`src/rtl/rv32_pkg.sv`:
```
// Shared RV32I constants for the instruction assembler/loader:
// base opcodes, the canonical NOP word and the loader FSM encoding.
package rv32_pkg;

    localparam logic [6:0] OP_R      = 7'b0110011;
    localparam logic [6:0] OP_IMM    = 7'b0010011;
    localparam logic [6:0] OP_LOAD   = 7'b0000011;
    localparam logic [6:0] OP_JALR   = 7'b1100111;
    localparam logic [6:0] OP_STORE  = 7'b0100011;
    localparam logic [6:0] OP_BRANCH = 7'b1100011;
    localparam logic [6:0] OP_LUI    = 7'b0110111;
    localparam logic [6:0] OP_AUIPC  = 7'b0010111;
    localparam logic [6:0] OP_JAL    = 7'b1101111;

    // addi x0,x0,0
    localparam logic [31:0] NOP_WORD = 32'h0000_0013;

    typedef enum logic [1:0] {
        ST_IDLE  = 2'd0,
        ST_LOAD  = 2'd1,
        ST_WRITE = 2'd2,
        ST_DONE  = 2'd3
    } state_e;

endpackage

```
`src/rtl/instruc_encode.sv`:
```
// Combinational RV32I field packer: selects the instruction format from the
// opcode and flags any opcode outside the supported base set.
module instruc_encode
    import rv32_pkg::*;
(
    input  logic [6:0]  opcode,
    input  logic [4:0]  rd,
    input  logic [2:0]  funct3,
    input  logic [4:0]  rs1,
    input  logic [4:0]  rs2,
    input  logic [6:0]  funct7,
    input  logic [31:0] imm,
    output logic [31:0] word,
    output logic        unsupported
);

    // Pack fields by format; unknown opcodes become a NOP and raise the flag
    always_comb begin
        word        = NOP_WORD;
        unsupported = 1'b0;
        case (opcode)
            OP_R:
                word = {funct7, rs2, rs1, funct3, rd, opcode};
            OP_IMM, OP_LOAD, OP_JALR:
                word = {imm[11:0], rs1, funct3, rd, opcode};
            OP_STORE:
                word = {imm[11:5], rs2, rs1, funct3, imm[4:0], opcode};
            OP_BRANCH:
                word = {imm[12], imm[10:5], rs2, rs1, funct3, imm[4:1], imm[11], opcode};
            OP_LUI, OP_AUIPC:
                word = {imm[31:12], rd, opcode};
            OP_JAL:
                word = {imm[20], imm[10:1], imm[11], imm[19:12], rd, opcode};
            default: begin
                word        = NOP_WORD;
                unsupported = 1'b1;
            end
        endcase
    end

endmodule

```
`src/rtl/instruc_assemble_loader.sv`:
```
// Instruction assembler/loader: accepts decoded RV32I field bundles, encodes
// them and writes one word every two cycles into instruction memory,
// starting at BASE_ADDR, until the last-marked word or DEPTH words.
module instruc_assemble_loader
    import rv32_pkg::*;
#(
    parameter int                ADDR_W    = 32,
    parameter logic [ADDR_W-1:0] BASE_ADDR = '0,
    parameter int                DEPTH     = 256
) (
    input  logic              clk,
    input  logic              reset_n,
    input  logic              start,
    input  logic              in_valid,
    output logic              in_ready,
    input  logic              in_last,
    input  logic [6:0]        opcode,
    input  logic [4:0]        rd,
    input  logic [2:0]        funct3,
    input  logic [4:0]        rs1,
    input  logic [4:0]        rs2,
    input  logic [6:0]        funct7,
    input  logic [31:0]       imm,
    output logic              mem_we,
    output logic [ADDR_W-1:0] mem_addr,
    output logic [31:0]       mem_wdata,
    output logic              busy,
    output logic              done,
    output logic              err
);

    // Wide enough to hold DEPTH-1 even for DEPTH=1
    localparam int CNT_W = $clog2(DEPTH + 1);

    state_e            state_q, state_d;
    logic [ADDR_W-1:0] addr_q, addr_d;
    logic [CNT_W-1:0]  cnt_q, cnt_d;
    logic [31:0]       wdata_q, wdata_d;
    logic              last_q, last_d;
    logic              err_q, err_d;
    logic              in_ready_q, in_ready_d;
    logic              mem_we_q, mem_we_d;
    logic              busy_q, busy_d;
    logic              done_q, done_d;

    logic [31:0]       enc_word;
    logic              enc_unsupported;

    instruc_encode u_encode (
        .opcode      (opcode),
        .rd          (rd),
        .funct3      (funct3),
        .rs1         (rs1),
        .rs2         (rs2),
        .funct7      (funct7),
        .imm         (imm),
        .word        (enc_word),
        .unsupported (enc_unsupported)
    );

    // Next-state, datapath and registered-output decode for the load session
    always_comb begin
        state_d = state_q;
        addr_d  = addr_q;
        cnt_d   = cnt_q;
        wdata_d = wdata_q;
        last_d  = last_q;
        err_d   = err_q;
        case (state_q)
            ST_IDLE, ST_DONE: begin
                if (start) begin
                    state_d = ST_LOAD;
                    addr_d  = BASE_ADDR;
                    cnt_d   = '0;
                    err_d   = 1'b0;
                end
            end
            ST_LOAD: begin
                if (in_valid && in_ready_q) begin
                    wdata_d = enc_word;
                    last_d  = in_last;
                    if (enc_unsupported) begin
                        err_d = 1'b1;
                    end
                    state_d = ST_WRITE;
                end
            end
            ST_WRITE: begin
                // The cap check uses the count of the word being written now
                if (last_q || (cnt_q == CNT_W'(DEPTH - 1))) begin
                    state_d = ST_DONE;
                end else begin
                    addr_d  = addr_q + ADDR_W'(4);
                    cnt_d   = cnt_q + CNT_W'(1);
                    state_d = ST_LOAD;
                end
            end
            default: state_d = ST_IDLE;
        endcase

        // Outputs are decoded from the next state so they register glitch-free
        in_ready_d = (state_d == ST_LOAD);
        mem_we_d   = (state_d == ST_WRITE);
        busy_d     = (state_d == ST_LOAD) || (state_d == ST_WRITE);
        done_d     = (state_d == ST_DONE);
    end

    // State, address/count and output registers; reset aborts any session
    always_ff @(posedge clk or negedge reset_n) begin
        if (!reset_n) begin
            state_q    <= ST_IDLE;
            addr_q     <= BASE_ADDR;
            cnt_q      <= '0;
            wdata_q    <= '0;
            last_q     <= 1'b0;
            err_q      <= 1'b0;
            in_ready_q <= 1'b0;
            mem_we_q   <= 1'b0;
            busy_q     <= 1'b0;
            done_q     <= 1'b0;
        end else begin
            state_q    <= state_d;
            addr_q     <= addr_d;
            cnt_q      <= cnt_d;
            wdata_q    <= wdata_d;
            last_q     <= last_d;
            err_q      <= err_d;
            in_ready_q <= in_ready_d;
            mem_we_q   <= mem_we_d;
            busy_q     <= busy_d;
            done_q     <= done_d;
        end
    end

    assign in_ready  = in_ready_q;
    assign mem_we    = mem_we_q;
    assign mem_addr  = addr_q;
    assign mem_wdata = wdata_q;
    assign busy      = busy_q;
    assign done      = done_q;
    assign err       = err_q;

endmodule

```
`config.mk`:
```
export PLATFORM = sky130hd
export DESIGN_NAME = instruc_assemble_loader
export DESIGN_NICKNAME = d
export VERILOG_FILES = /design/src/rtl/rv32_pkg.sv /design/src/rtl/instruc_encode.sv /design/src/rtl/instruc_assemble_loader.sv
export SDC_FILE = /design/constraint.sdc
export NUM_CORES = 1
export LEC_CHECK = 0
export ABC_AREA = 1
export BUFFER_PORTS_ARGS = -buffer_cell sky130_fd_sc_hd__buf_2
export CORE_MARGIN = 2
export CORE_UTILIZATION = 30
export CTS_CLUSTER_SIZE = 12
export DETAILED_ROUTE_END_ITERATION = 6
export SETUP_SLACK_MARGIN = 0.3
export SKIP_CTS_REPAIR_TIMING = 1
export SLEW_MARGIN = 0
export SYNTH_ARGS = -nofsm -noshare
export SYNTH_HDL_FRONTEND = slang
export SYNTH_SLANG_ARGS = --single-unit
```
`constraint.sdc`:
```
create_clock -name clk -period 3.1 [get_ports clk]
set_clock_uncertainty 0.15 [all_clocks]
set_input_delay 0.465 -clock clk [delete_from_list [all_inputs] [get_ports clk]]
set_output_delay 0.465 -clock clk [all_outputs]
set_load 0.01 [all_outputs]
```
# [After elaboration in Yosys (flattened, before gate mapping)]
# Cells that the tools add are included.
[classes] muxes=15 reduce_logical=13 eq_ne=20 n_addsub=2
[ops] operator="$pmux W32 S6" n=1
[ops] operator="$mux W32" n=2
[ops] operator="$pmux W32 S2" n=1
[ops] operator="$add A32 B3 Y32 const B" n=1
[ops] operator="$eq A7 B6 Y1 const B" n=3
[ops] operator="$eq A7 B7 Y1 const B" n=3
[ops] operator="$mux W9" n=2
[ops] operator="$pmux W9 S2" n=1
[ops] operator="$eq A7 B5 Y1 const B" n=2
[ops] operator="$add A9 B1 Y9 const B" n=1
[ops] operator="$eq A9 B8 Y1 const B" n=1
[ops] operator="$reduce_or A9 Y1" n=1
[ops] operator="$eq A2 B2 Y1 const B" n=4
[ops] operator="$ne A2 B2 Y1 const B" n=4
[ops] operator="$eq A7 B2 Y1 const B" n=1
[ops] operator="$mux W2" n=3
[ops] operator="$pmux W2 S3" n=1
[ops] operator="$eq A2 B1 Y1 const B" n=2
[ops] operator="$reduce_and A4 Y1" n=1
[ops] operator="$reduce_bool A2 Y1" n=2
[ops] operator="$reduce_or A2 Y1" n=2
[ops] operator="$mux W1" n=3
[ops] operator="$reduce_and A3 Y1" n=1
[ops] operator="$reduce_or A3 Y1" n=1
[ops] operator="other kinds (5)" n=6
[totals] out_inout_bits=69 word_cells=60 inputBits=69 regBits=81

# [Depth between registers and ports, before layout]
# Gate-level depths: netlist of the first run.
[logic_depth] word_depth=6 depth_mapped=13 depth_no_buf=13

# [Cells and area by module]
# A second synthesis of the first run with hierarchy kept.
[unflattened] cells_unflattened=784 area_unflattened_um2=5233.8
[modules_own_cells] mod="instruc_assemble_loader" cells_per_inst=500 instances=1 seq_area_each_um2=1976.9 area_each_um2=3957.5
[modules_own_cells] mod="instruc_encode" cells_per_inst=284 instances=1 seq_area_each_um2=0.0 area_each_um2=1276.2

# [Least setup slack after synthesis of the first run]
# OpenSTA, ideal clock, no wires.
[synth_timing] path_type="reg2reg" startpoint="register cnt_q[0]" endpoint="register busy_q (netlist: busy)" synth_period_minus_slack_ps=2070 setup_slack_ps=1030 t_required_ps=2837 arrival_time_ps=1807 path_buffers=0 path_stages_with_launch=12 setup_ps=113 cell_sequence="dfrtp_1 > ha_1 > nand2_1 > nor2_1 > and3_1 > ha_1 > nor2_1 > nor2_1 > o21ai_0 > o21ai_0 > ha_1 > inv_1"
[synth_between] elab_chain_len=6 elab_cells_between_ends=7 cone_classes="3 x eq/ne; 2 x mux; 2 x reduce/logical"
[synth_lines] element="start, declared" line_no="instruc_assemble_loader.sv:37" text="logic [CNT_W-1:0] cnt_q, cnt_d;"
[synth_lines] element="start signal, assigned" line_no="instruc_assemble_loader.sv:124" text="cnt_q <= cnt_d;"
[synth_lines] element="$eq A9 B8 Y1 (*)" line_no="instruc_assemble_loader.sv:90" text="if (last_q || (cnt_q == CNT_W'(DEPTH - 1))) begin"
[synth_lines] element="$logic_or A1 B1 Y1 (*)" line_no="instruc_assemble_loader.sv:90"
[synth_lines] element="$mux W2 (*)" line_no="instruc_assemble_loader.sv:90"
[synth_lines] element="$pmux W2 S3 (*)" line_no="instruc_assemble_loader.sv:69" text="case (state_q)"
[synth_lines] element="named net state_d[1]" line_no="instruc_assemble_loader.sv:35" text="state_e state_q, state_d;"
[synth_lines] element="$eq A2 B1 Y1 or $eq A2 B2 Y1 (tied branches)" line_no="instruc_assemble_loader.sv:104" text="busy_d = (state_d == ST_LOAD) || (state_d == ST_WRITE);"
[synth_lines] element="$logic_or A1 B1 Y1 (*)" line_no="instruc_assemble_loader.sv:104"
[synth_lines] element="named net busy_d" line_no="instruc_assemble_loader.sv:43" text="logic busy_q, busy_d;"
[synth_lines] element="end signal, assigned" line_no="instruc_assemble_loader.sv:130" text="busy_q <= busy_d;"
[synth_lines] element="end, declared" line_no="instruc_assemble_loader.sv:43"
# Mark *: on every way through the listed nets, which the timed path passes. The rest lies on a longest branch.
# A chain may end at the register's enable or synchronous reset.

# [Worst setup path after layout of the first run]
[layout_timing] startpoint="register cnt_q[0]" endpoint="register addr_q[17] (netlist: mem_addr[17])"
[layout_between] elab_chain_len=4
[layout_lines] element="$eq A9 B8 Y1" line_no="instruc_assemble_loader.sv:90"
[layout_lines] element="$logic_or A1 B1 Y1" line_no="instruc_assemble_loader.sv:90"
[layout_lines] element="$ne A2 B2 Y1 (no source line)"
[layout_lines] element="$reduce_and A3 Y1 (no source line)"
[layout_lines] element="end signal, assigned" line_no="instruc_assemble_loader.sv:123" text="addr_q <= addr_d;"
[layout_lines] element="end, declared" line_no="instruc_assemble_loader.sv:36" text="logic [ADDR_W-1:0] addr_q, addr_d;"
# No other way between the ends.

==> results of run 1 <==
-- power groups by stage --
stage | Clock [uW] | Sequential, uW | Combinational [uW]
final | 1150 | 1250 | 1030
after global routing | 1230 | 1260 | 1160
after CTS | 1190 | 1250 | 1040
after detailed placement | 0 | 1260 | 1040
after global placement | 0 | 1270 | 1040
after floorplan | 0 | 1300 | 605
-- per-stage QoR --
step                area, um^2  setup slack (ps)
finish                    6100               628
global route              6100               397
CTS                       6100               577
detailed placement        5770               596
global placement          5770               696
floorplan                 4870              1030
-- path summary, 6_finish.rpt --
path / start / end / depth (start not counted)
worst max register to register: cnt_q[0]$_DFFE_PN0P_ / mem_addr[17]$_DFFE_PN0P_ / 12
min in group clk: in_last / last_q$_DFFE_PN0P_ / 3
worst min register to register: mem_wdata[0]$_DFFE_PN0P_ / mem_wdata[0]$_DFFE_PN0P_ / 1
worst min-delay path: reset_n / mem_wdata[25]$_DFFE_PN0P_ / 1
max in group asynchronous: reset_n / mem_addr[18]$_DFFE_PN0P_ / 2
worst max-delay path: cnt_q[0]$_DFFE_PN0P_ / mem_addr[17]$_DFFE_PN0P_ / 12
-- worst register-to-register path: stages (launching register included) --
cell     delay [ps]
dfrtp_1         400
ha_1            220
nand2_1          80
nor2_1           70
and3_1          150
ha_1            190
nor2_1           90
nor2_1           80
nor2_4          360
buf_4           250
nand3_1         100
nand2_1          80
nor3b_1         180
-- final cells by class --
cell class / instances / area, um^2
Clock buffer: 10 / 229
Clock inverter: 6 / 92.6
Fill cell: 1731 / 9790
Inverter: 83 / 312
Multi-Input combinational cell: 556 / 2480
Sequential cell: 79 / 1980
Tap cell: 216 / 270
Timing Repair Buffer: 143 / 738
-- registers in the layout, indices dropped and copies added, names as in the netlist --
name	cells
busy	1
cnt_q	9
done	1
err	1
in_ready	1
last_q	1
mem_addr	30
mem_wdata	32
mem_we	1
state_q	2
-- placed cells by master, fill, tap and decap left out, drive strengths merged, types with 2 or more instances in the layout --
master	synthesis	final
a21oi	33	33
xor2	2	2
nor2	109	109
buf	12	143
bufinv	0	2
o22ai	2	2
clkinvlp	0	2
nand4	17	17
clkbuf	9	10
o21a	2	2
conb	1	2
nand3	42	42
clkinv	2	3
dfrtp	79	79
and3	2	2
or2	2	2
nand2	281	281
inv	81	82
ha	8	8
and2	2	2
nor3	10	10
o21ai	36	36
-- routing by layer --
layer	GRT usage (%)	vias up	wire length, um
li1	-	2584	-
met1	21.4	2156	6610
met2	25.9	131	6170
met3	4.71	12	874
met4	4.95	2	144
met5	0	-	8
-- cell families after synthesis --
kind of cell	after synthesis	synth area share (%)
buf+inv	104	8.68
xor+xnor	2	0.360
other cells	1	0.0770
simple gates	466	39.5
mux	1	0.206
compound gates	77	8.50
flops	79	40.6
fa+ha+maj	8	2.06
==> impl.org, run 1 <==
** Yosys
- Averaged over all synthesized cells, the footprint is 6.60 um^2.
- Most common flop cell mapped by yosys :: dfrtp_1
- Sequential area share after synthesis :: 40.6%
- YS warnings :: 0
- After synthesis, the netlist uses 35 different library cells.
- EDFF count, synth :: 0
- Synth Register Bits :: 79
- After synthesis, the most frequently instantiated cells are nand2_1 (277), nor2_1 (101), dfrtp_1 (79).
- In the synthesized netlist the async set-or-reset flop fraction comes to 100%.
- Leading area contributor after synthesis :: dfrtp_1
- Most frequently used cell type in the post-synthesis netlist :: nand2_1
- Synthesis produced a netlist whose cell count is approximately 740.
- Of the post-synthesis cell area, the dominant cell type holds 40.6%.
- Mapped Area :: ~0.0049 mm^2
- In the post-synthesis netlist, the biggest area contributors are dfrtp_1 (41%), nand2_1 (21%), nor2_1 (7.8%).

** Drt
- The detailed router finished its first iteration with around 250 violations.
- Routed Antenna Nets :: 0
- After detailed routing, the number of remaining DRC violations is 0.
- First-pass DRT Iterations :: 4
- Routed WL per cell :: roughly 13 um
- Vias/cell :: 4.47
- The routed layout has 4,885 vias.
- The final layout contains routed wiring with a total length of 13,800 um.

** Setup path
- Along the worst path, the maximum fanout reaches 18.
- Sort of element at the start of the critical path :: flop
- Worst path max stage delay :: 400 ps
- WP buf/inv :: 1
- Among the stages of the critical path, the cell type that occurs most often is nor2_1.
- STA classifies the critical path endpoint as a flop.
- The kind of cell with the highest combined delay along the critical path is simple AND/OR/NAND/NOR gates.
- The setup check on the worst reg-to-reg path leaves a slack of roughly 630 ps.
- Slowest library cell on the worst path :: dfrtp_1
- The worst setup path is of the flop to flop kind.
- Required arrival time at the worst endpoint :: 3210 ps
- Walking the worst path, the cells encountered are ha_1 -> nand2_1 -> nor2_1 -> and3_1 -> ha_1 -> nor2_1 -> nor2_1 -> nor2_4 -> buf_4 -> nand3_1 -> nand2_1 -> nor3b_1.
- Signal arrival time at the worst endpoint :: 2580 ps

** STA
- Fin Hold WS :: -25.1 ps
- Timing would allow up to 405 MHz.
- Setup repair after global routing left no endpoint under its margin.
- Setup total negative slack on the finished layout was measured at 0 ps.
- The hold violation total from the final report came to 21.
- Number of endpoints failing setup at the final stage :: 0
- The final count of pins violating max slew was 0.
- At the pin with the least slew margin, the transition time is 611 ps.
- The worst pin sits at a relative slew slack of 59.3%.
- Dividing the final minimum period by the clock period gives 79.7%.
- Clock period minus worst slack :: 2470 ps

** GRT
- Antenna violations before repair :: 1
- Via count of the first global-routing pass :: around 4.5k
- The first global-routing pass estimated between 20,000 and 25,000 um of wire.
- Overflow left after global routing :: 0
- Global-route total usage across every layer :: between 10% and 20%
- Entering global routing, the biggest net connects 47 pins.

** Final layout
- After the flow finishes, the layout carries non-filler instances totaling 1,093.
- Area delta synth->final :: 25.2%
- Post-layout net count :: 949
- In the final layout, the share of cells above drive strength 1 is 21.1%.
- Final cell utilization of the core :: 38.4%
- 0 antenna diodes ended up in the layout.

** Pwr
- Sequential cells burn 36.4% of the power.
- Per report_power, the combinational group accounts for 29.9% of the total.
- In this run the power spent charging and discharging nets is 1230 uW.
- Net switching is 35.8% of the power.
- Internal power contribution :: roughly 2200 uW
- Overall power consumption after layout is estimated at 3430 uW.
- Static leakage :: about 0.0033 uW
- The clock network accounts for 33.7% of the total power.
- Ratio of total power to cell area :: between 500 and 600 mW/mm^2
- VDD sags by at most 0.374 mV.

** Hold path
- The tightest min-delay check is of the input port to asynchronous set/reset pin type.

** Clock tree
- At the later pin of the worst-skew pair, clock insertion delay measures 350 ps.
- After clock tree synthesis, the clock-pin slew on the worst setup and hold paths is 60 ps.
- TritonCTS built the clock tree.
- Root buf cell :: clkbuf_16
- Sinks on Clock Net :: 79
- CTS built an H-tree with a depth of 3.
- Buffer depth of the longest clock path :: 2
- In this run, CTS created clock tree buffers numbering 9.

** Run status
- The final reports fail on hold timing.
- The flow ran to the end, but the final reports show violations.

** Placed design
- Weighted congestion reported at the end of routability-driven placement :: around 0.85
- Including well taps, the total number of placed cells is 1,077.
- The count of buffers added on input and output ports is 135.
- Summed over all nets, the half-perimeter wirelength after detailed placement is 10,400 um.

** Floorplan
- In this run the core area contains 46 standard-cell rows.
- The die is 131 um wide.
- The die covers between 0.015 and 0.02 mm^2.
- For this configuration, the core starts out at a cell density of 30.7%.
- Count of boundary I/O pins :: 138
- Die outline height :: approximately 130 um
- After floorplanning, the core was sized to cover 0.0159 mm^2.

** Run
- Max-cap check violation count :: 0
No activity file was read; power rests on OpenSTA's default activity.
==> inputs of run 2 (changes only) <==
==> constraint.sdc (replaced) <==
create_clock -name clk -period 2.4 [get_ports clk]
set_clock_uncertainty 0.15 [all_clocks]
set_input_delay 0.36 -clock clk [delete_from_list [all_inputs] [get_ports clk]]
set_output_delay 0.36 -clock clk [all_outputs]
set_load 0.01 [all_outputs]
==> run 2 against run 1 <==
Compared with the run above:
- cell count increased by 1.1%
- the run now ends clean
- register-to-register slack got worse by 370 ps
- die area unchanged
- count of clock-buffer cells in the layout unchanged
- sequential power increased by 30%
- cell area increased by 4.5%
==> impl.org, run 2 (synthesis results as in run 1) <==
** STA
- The hold violation total from the final report was 0.
- At the pin with the least slew margin, the transition time is 504 ps.
- For this run, the top clock speed supported by timing is around 470 MHz.
- In this run the tightest slew margin relative to its limit is 66.3%.
- Final Worst Setup Slack :: 257 ps
- Final count of pins violating max slew :: 0
- After layout, the minimum clock period comes to 2140 ps.
- Sum of negative setup slack :: 0 ps
- Setup repair after global routing could not meet its margin everywhere.
- Number of endpoints failing setup at the final stage :: 0
- Post-route fraction of the period consumed by the critical path :: around 89%

** Setup path
- Counting stages on the worst path, the most repeated cell is nor2_4.
- Crit. End Element :: flop
- Signal arrival time at the worst endpoint :: 2250 ps
- The worst setup path is launched from a flop.
- The slowest stage of the critical path is the dfrtp_1 cell.
- In this run the register-to-register setup slack is 260 ps.
- The worst setup path is of the flop to flop kind.
- Traced cell by cell, the critical path runs through ha_2 -> nand2_2 -> nor2_4 -> and3_4 -> ha_4 -> nor2_4 -> nor2_2 -> nor2_4 -> buf_6 -> buf_6 -> nand2_1 -> a211oi_2.
- Worst path max stage delay :: approximately 400 ps
- In this run the critical register-to-register path is launched from cnt_q[1]$_DFFE_PN0P_.
- Crit Reg-Reg Endpoint :: cnt_q[2]$_DFFE_PN0P_
- Reg2Reg Depth :: 12
- The number of buffers and inverters on the critical path is 2.
- Along the worst path, the maximum fanout reaches 6.
- Required arrival time at the worst endpoint :: 2510 ps
- Gate family responsible for the most delay along the worst path :: simple AND/OR/NAND/NOR gates

** Placed design
- Total placed cells including tap cells :: 1,080
- At the end of routability-driven placement, the weighted congestion stood at 0.837.
- Worst setup timing slack at the placement stage :: 123 ps
- Detailed placement ended at an HPWL of 10,600 um.
- Port buffering added 135 buffers.

** Clock tree
- Counting along the longest clock path gives a buffer depth of 2.
- The clock drives a little under 80 sinks.
- Depth of the CTS H-tree :: 3
- Clk_lat worst skew :: around 350 ps
- Clock tree from TritonCTS :: built
- The number of clock buffers added by TritonCTS is 9.
- Clock-pin slew was measured on the worst setup and hold paths at 60 ps.
- Root buf cell :: clkbuf_16

** Final layout
- Number of diodes added for antenna fixing :: 0
- Max reg flops :: 32
- Filler-free cell count of the finished design :: around 1.1k
- Layout cell share with drive strength beyond 1 :: roughly a quarter
- The library cells used most frequently in the layout, excluding fill and tap cells, are nand2_1 (271), buf_2 (134), nor2_1 (93), dfrtp_1 (79), inv_1 (74).
- For this run, the post-layout net count is 961.
- Leaving out fill and tap cells, the most frequent cell in the layout is nand2_1.
- Area delta synth->final :: 30.8%

** GRT
- Entering global routing, the biggest net connects 45 pins.
- First-pass GRT wire length :: between 20,000 and 25,000 um
- The number of antenna violations at the first check in global routing came to 1.
- In the global route stage, met3 resource usage came out at 4.98%.
- met2 is the most crowded layer.
- In the global route stage, met2 resource usage came out at 26.1%.
- The via count of the first global-routing pass is 4,739.
- For this run, global-route usage on met1 was measured as 21.7%.
- Global-route total usage across every layer :: roughly 17%
- Overflow left after global routing :: 0

** Floorplan
- Initial Utilization :: 30.7%
- In this run the count of I/O pins placed on the die edge is roughly 140.
- Core Footprint :: 0.0159 mm^2
- The floorplan has 46 rows.
- Die outline height :: 131 um
- The floorplan step defined a die boundary enclosing between 0.015 and 0.02 mm^2.
- The die is 131 um wide.

** Drt
- Using the TritonRoute via totals, the vias-per-cell ratio works out to 4.57.
- Routed WL :: between 10,000 and 15,000 um
- After the first detailed-routing iteration, the DRC count stood at 245.
- Vias after detailed routing :: 5,053
- The detail route stage leaves a number of antenna-violating nets equal to 0.
- For this run, design rule violations remaining after detail routing come to 0.
- First-pass DRT Iterations :: 5
- In the final routed layout, each cell accounts on average for 13.0 um.

** Pwr
- Ratio of total power to cell area :: 764 mW/mm^2
- Summed over all cells, the static leakage comes to 0.00344 uW.
- After layout, the design draws a total of 4870 uW.
- IR analysis of the VDD net gives a maximum drop of 0.389 mV.

** Hold path
- The min-delay analysis places its worst path in the category input port to flop.
- The worst hold path passes through 3 cells.
- The worst hold path begins at in_last.
- The worst hold path terminates at last_q$_DFFE_PN0P_.

** Run
- The tool flagged a number of max-cap violations equal to 0.

** Run status
- The run finished with clean final reports.
-- run 2: per-layer routing --
| metal | vias up | wire length, um |
|---|---|---|
| li1 | 2601 | - |
| met1 | 2272 | 6610 |
| met2 | 155 | 6490 |
| met3 | 23 | 1030 |
| met4 | 2 | 232 |
| met5 | - | 13 |
-- run 2: stage by stage --
| step | utilization [%] | cell area [um^2] | hold slack (ps) |
|---|---|---|---|
| after CTS | 38.8 | 6170 | -157 |
| after global routing | 40.1 | 6370 | 101 |
| after detailed placement | 36.6 | 5820 | 212 |
| after floorplan | - | 4870 | -85.6 |
| after global placement | 36.6 | 5820 | 216 |
| final | 40.1 | 6370 | 72.5 |
-- run 2: worst min-delay path: cells and delay by family --
kind,cells,cell delay (ps)
buf+inv,1,80
simple gates,2,90
-- run 2: area by class of cell --
| type | count | area (um^2) |
|---|---|---|
| Clock buffer | 10 | 239 |
| Clock inverter | 6 | 108 |
| Fill cell | 1734 | 9510 |
| Inverter | 83 | 312 |
| Multi-Input combinational cell | 556 | 2600 |
| Sequential cell | 79 | 1980 |
| Tap cell | 216 | 270 |
| Timing Repair Buffer | 155 | 867 |
-- run 2: worst max-delay path by stage --
stage,slack [ps],startpoint,to,depth (start not counted)
3_3_place_gp,200,cnt_q[0]$_DFFE_PN0P_,busy$_DFF_PN0_,11
4_1_cts,120,cnt_q[0]$_DFFE_PN0P_,busy$_DFF_PN0_,11
5_1_grt,160,cnt_q[1]$_DFFE_PN0P_,mem_addr[6]$_DFFE_PN0P_,12
2_1_floorplan,330,cnt_q[0]$_DFFE_PN0P_,busy$_DFF_PN0_,11
6_report,260,cnt_q[1]$_DFFE_PN0P_,cnt_q[2]$_DFFE_PN0P_,12
3_5_place_dp,120,cnt_q[0]$_DFFE_PN0P_,busy$_DFF_PN0_,11
-- run 2: power breakdown --
group          internal [uW]  switching (uW)
logic                    614            1020
registers               1500             114
clock network           1040             579
total                   3160            1710
==> inputs of run 3 (changes only) <==
--- a/config.mk
+++ b/config.mk
@@ -13,7 +13,7 @@
 export DETAILED_ROUTE_END_ITERATION = 6
 export SETUP_SLACK_MARGIN = 0.3
 export SKIP_CTS_REPAIR_TIMING = 1
-export SLEW_MARGIN = 0
+export SLEW_MARGIN = 15
 export SYNTH_ARGS = -nofsm -noshare
 export SYNTH_HDL_FRONTEND = slang
 export SYNTH_SLANG_ARGS = --single-unit
==> constraint.sdc (replaced) <==
create_clock -name clk -period 2.4 [get_ports clk]
set_clock_uncertainty 0.15 [all_clocks]
set_input_delay 0.24 -clock clk [delete_from_list [all_inputs] [get_ports clk]]
set_output_delay 0.24 -clock clk [all_outputs]
set_load 0.01 [all_outputs]
==> run 3 against run 2 <==
Compared with the run above:
- count of clock-buffer cells in the layout increased by 1
- routed wire length is 1.8% higher
- global-route usage increased by 0.49 points
- sequential cell count is the same
- worst hold slack lost 38 ps
- utilization increased by 0.57 points
- register-to-register slack got worse by 80 ps
- die area is the same
- critical path type unchanged
- critical endpoint is now mem_addr[9]$_DFFE_PN0P_
==> impl.org, run 3 (synthesis results as in run 1) <==
** Run status
- The flow ran to the end, and the final reports show no timing, DRC or antenna violations.

** Run
- Max-cap check violation count :: 0

** Clock tree
- The tree is rooted in a clkbuf_16.
- TritonCTS built the clock tree.
- Buffer depth of the longest clock path :: 2
- The H-tree was split into 3 levels.
- Clock-pin slew was measured on the worst setup and hold paths at 70 ps.
- TritonCTS created 9 clock buffers.
- Clk_lat worst skew :: 350 ps
- The clock net in this run drives a total of a little under 80 sinks.

** Placed design
- At the end of routability-driven placement, the weighted congestion stood at 0.846.
- Total placed cells including tap cells :: 1,081
- Worst setup timing slack at the placement stage :: 137 ps
- Detail Placement HPWL :: 10,700 um
- The count of buffers added on input and output ports is 135.

** Drt
- Vias after detailed routing :: 5,083
- Number of design-rule violations left by the first detailed-router iteration :: 262
- Routed WL per cell :: 13.1 um
- The first detailed-routing pass took 4 iterations.
- Routed WL :: 14,600 um
- Vias/cell :: 4.56
- The detail route stage leaves a number of antenna-violating nets equal to 0.
- In the routed design, unresolved DRC markers number 0.

** Pwr
- The completed layout was analyzed and its total power is 4940 uW.
- Static leakage :: 0.00346 uW
- For this design the ratio of total power to cell area is 765 mW/mm^2.
- Max rail drop VDD :: 0.408 mV

** Setup path
- Sort of element at the start of the critical path :: flop
- Crit-path max FO :: 6
- Type of the setup path with the least slack :: flop to flop
- Crit. End Element :: flop
- The worst register-to-register path has a setup slack of ~180 ps.
- Required arrival time at the worst endpoint :: 2540 ps
- Data on the critical path arrives at its endpoint at 2370 ps.

** STA
- For this run, the top clock speed supported by timing is 450 MHz.
- Sum of negative setup slack :: 0 ps
- Slew at the pin with the worst max-slew slack :: about 520 ps
- After layout, the worst setup slack is 177 ps.
- Setup violations remaining at the end of the flow were counted as 0.
- The final count of pins violating max slew was 0.
- Final hold violations :: 0
- Headroom to the max-slew limit came out at 65.2%.
- Clock period minus worst slack :: 2220 ps
- Post-route fraction of the period consumed by the critical path :: 92.6%
- Unrepaired setup endpoints after global routing :: true

** GRT
- Global-route total usage across every layer :: roughly 17%
- The via count of the first global-routing pass came to roughly 4.8k.
- Pin count of the biggest net entering global routing :: 38
- The number of antenna violations at the first check in global routing was 0.
- The first global-routing pass estimated 24,000 um of wire.
- Summed over all layers, the global routing overflow is 0.

** Final layout
- The finished layout holds ~1.1k standard cells, fillers aside.
- In the final design database the tool counted 970 nets.
- Area delta synth->final :: 32.7%
- Leading cell type in the layout, fill and taps excluded :: nand2_1
- The register with the most flip-flops in the layout has 32 of them.
- 0 antenna diodes ended up in the layout.
- Final cell utilization of the core :: 40.7%
- Top library cells by usage in the layout, fill and taps aside :: nand2_1 (271), buf_2 (134), nor2_1 (93), dfrtp_1 (79), inv_1 (73)
- The post-route netlist has a little over a quarter of its cells at a drive strength greater than 1.

** Floorplan
- Measured along the x axis, the die boundary spans 131 um.
- After floorplanning, the core was divided into 46 placement rows.
- After floorplanning, the core was sized to cover 0.0159 mm^2.
- During I/O placement, the number of pins put on the boundary was 138.
- For this configuration, the core starts out at a cell density of 30.7%.
- The die covers 0.0173 mm^2.
- Die outline height :: 131 um

** Hold path
- Hold crit path type :: input port to flop
==> run 3: cell type report <==
class                      instances  area [um^2]
multi-input combinational        556         2620
clock buffer                      11          243
timing repair buffer             164          980
sequential                        79         1980
tap                              216          270
fill                            1742         9420
clock inverter                     5         57.6
inverter                          83          312
==> run 3: final timing paths <==
check | start | to | cells after the start
setup / recovery | cnt_q[0]$_DFFE_PN0P_ | mem_addr[9]$_DFFE_PN0P_ | 13
hold / removal | imm[19] | mem_wdata[19]$_DFFE_PN0P_ | 5
setup reg to reg | cnt_q[0]$_DFFE_PN0P_ | mem_addr[9]$_DFFE_PN0P_ | 13
hold reg to reg | mem_wdata[0]$_DFFE_PN0P_ | mem_wdata[0]$_DFFE_PN0P_ | 1
max in group asynchronous | reset_n | mem_wdata[22]$_DFFE_PN0P_ | 3
min in group asynchronous | reset_n | mem_addr[4]$_DFFE_PN0P_ | 2
==> run 3: critical path, stage by stage (launching register included) <==
cell and delay [ps]:
dfrtp_1 410, ha_2 190, nand2_2 90, nor2_4 50
and3_4 160, ha_4 160, nor2_4 120, nor2_4 50
nor2_4 160, buf_6 150, buf_6 130, nand3_1 100
a21oi_2 140, o21a_1 120
==> run 3: per-stage QoR <==
stage | hold WS, ps | instance area [um^2]
2_1_floorplan | -206 | 4870
3_3_place_gp | 35.9 | 5830
3_5_place_dp | 35.2 | 5830
4_1_cts | -338 | 6130
5_1_grt | 46.1 | 6460
6_report | 34.7 | 6460
==> run 3: power by group <==
part | internal [uW] | total (uW) | switching [uW]
clock network | 833 | 1420 | 588
registers | 1500 | 1620 | 115
logic | 800 | 1900 | 1100
==> run 3: routing by layer <==
layer  GRT usage (%)  vias to the layer above  part of all wire (%)
met5               0                        -                     0
met4            4.53                        0                   1.3
met3            5.09                       13                   6.5
met2            27.4                      153                    46
met1            22.3                     2293                    46
li1                -                     2624                     -
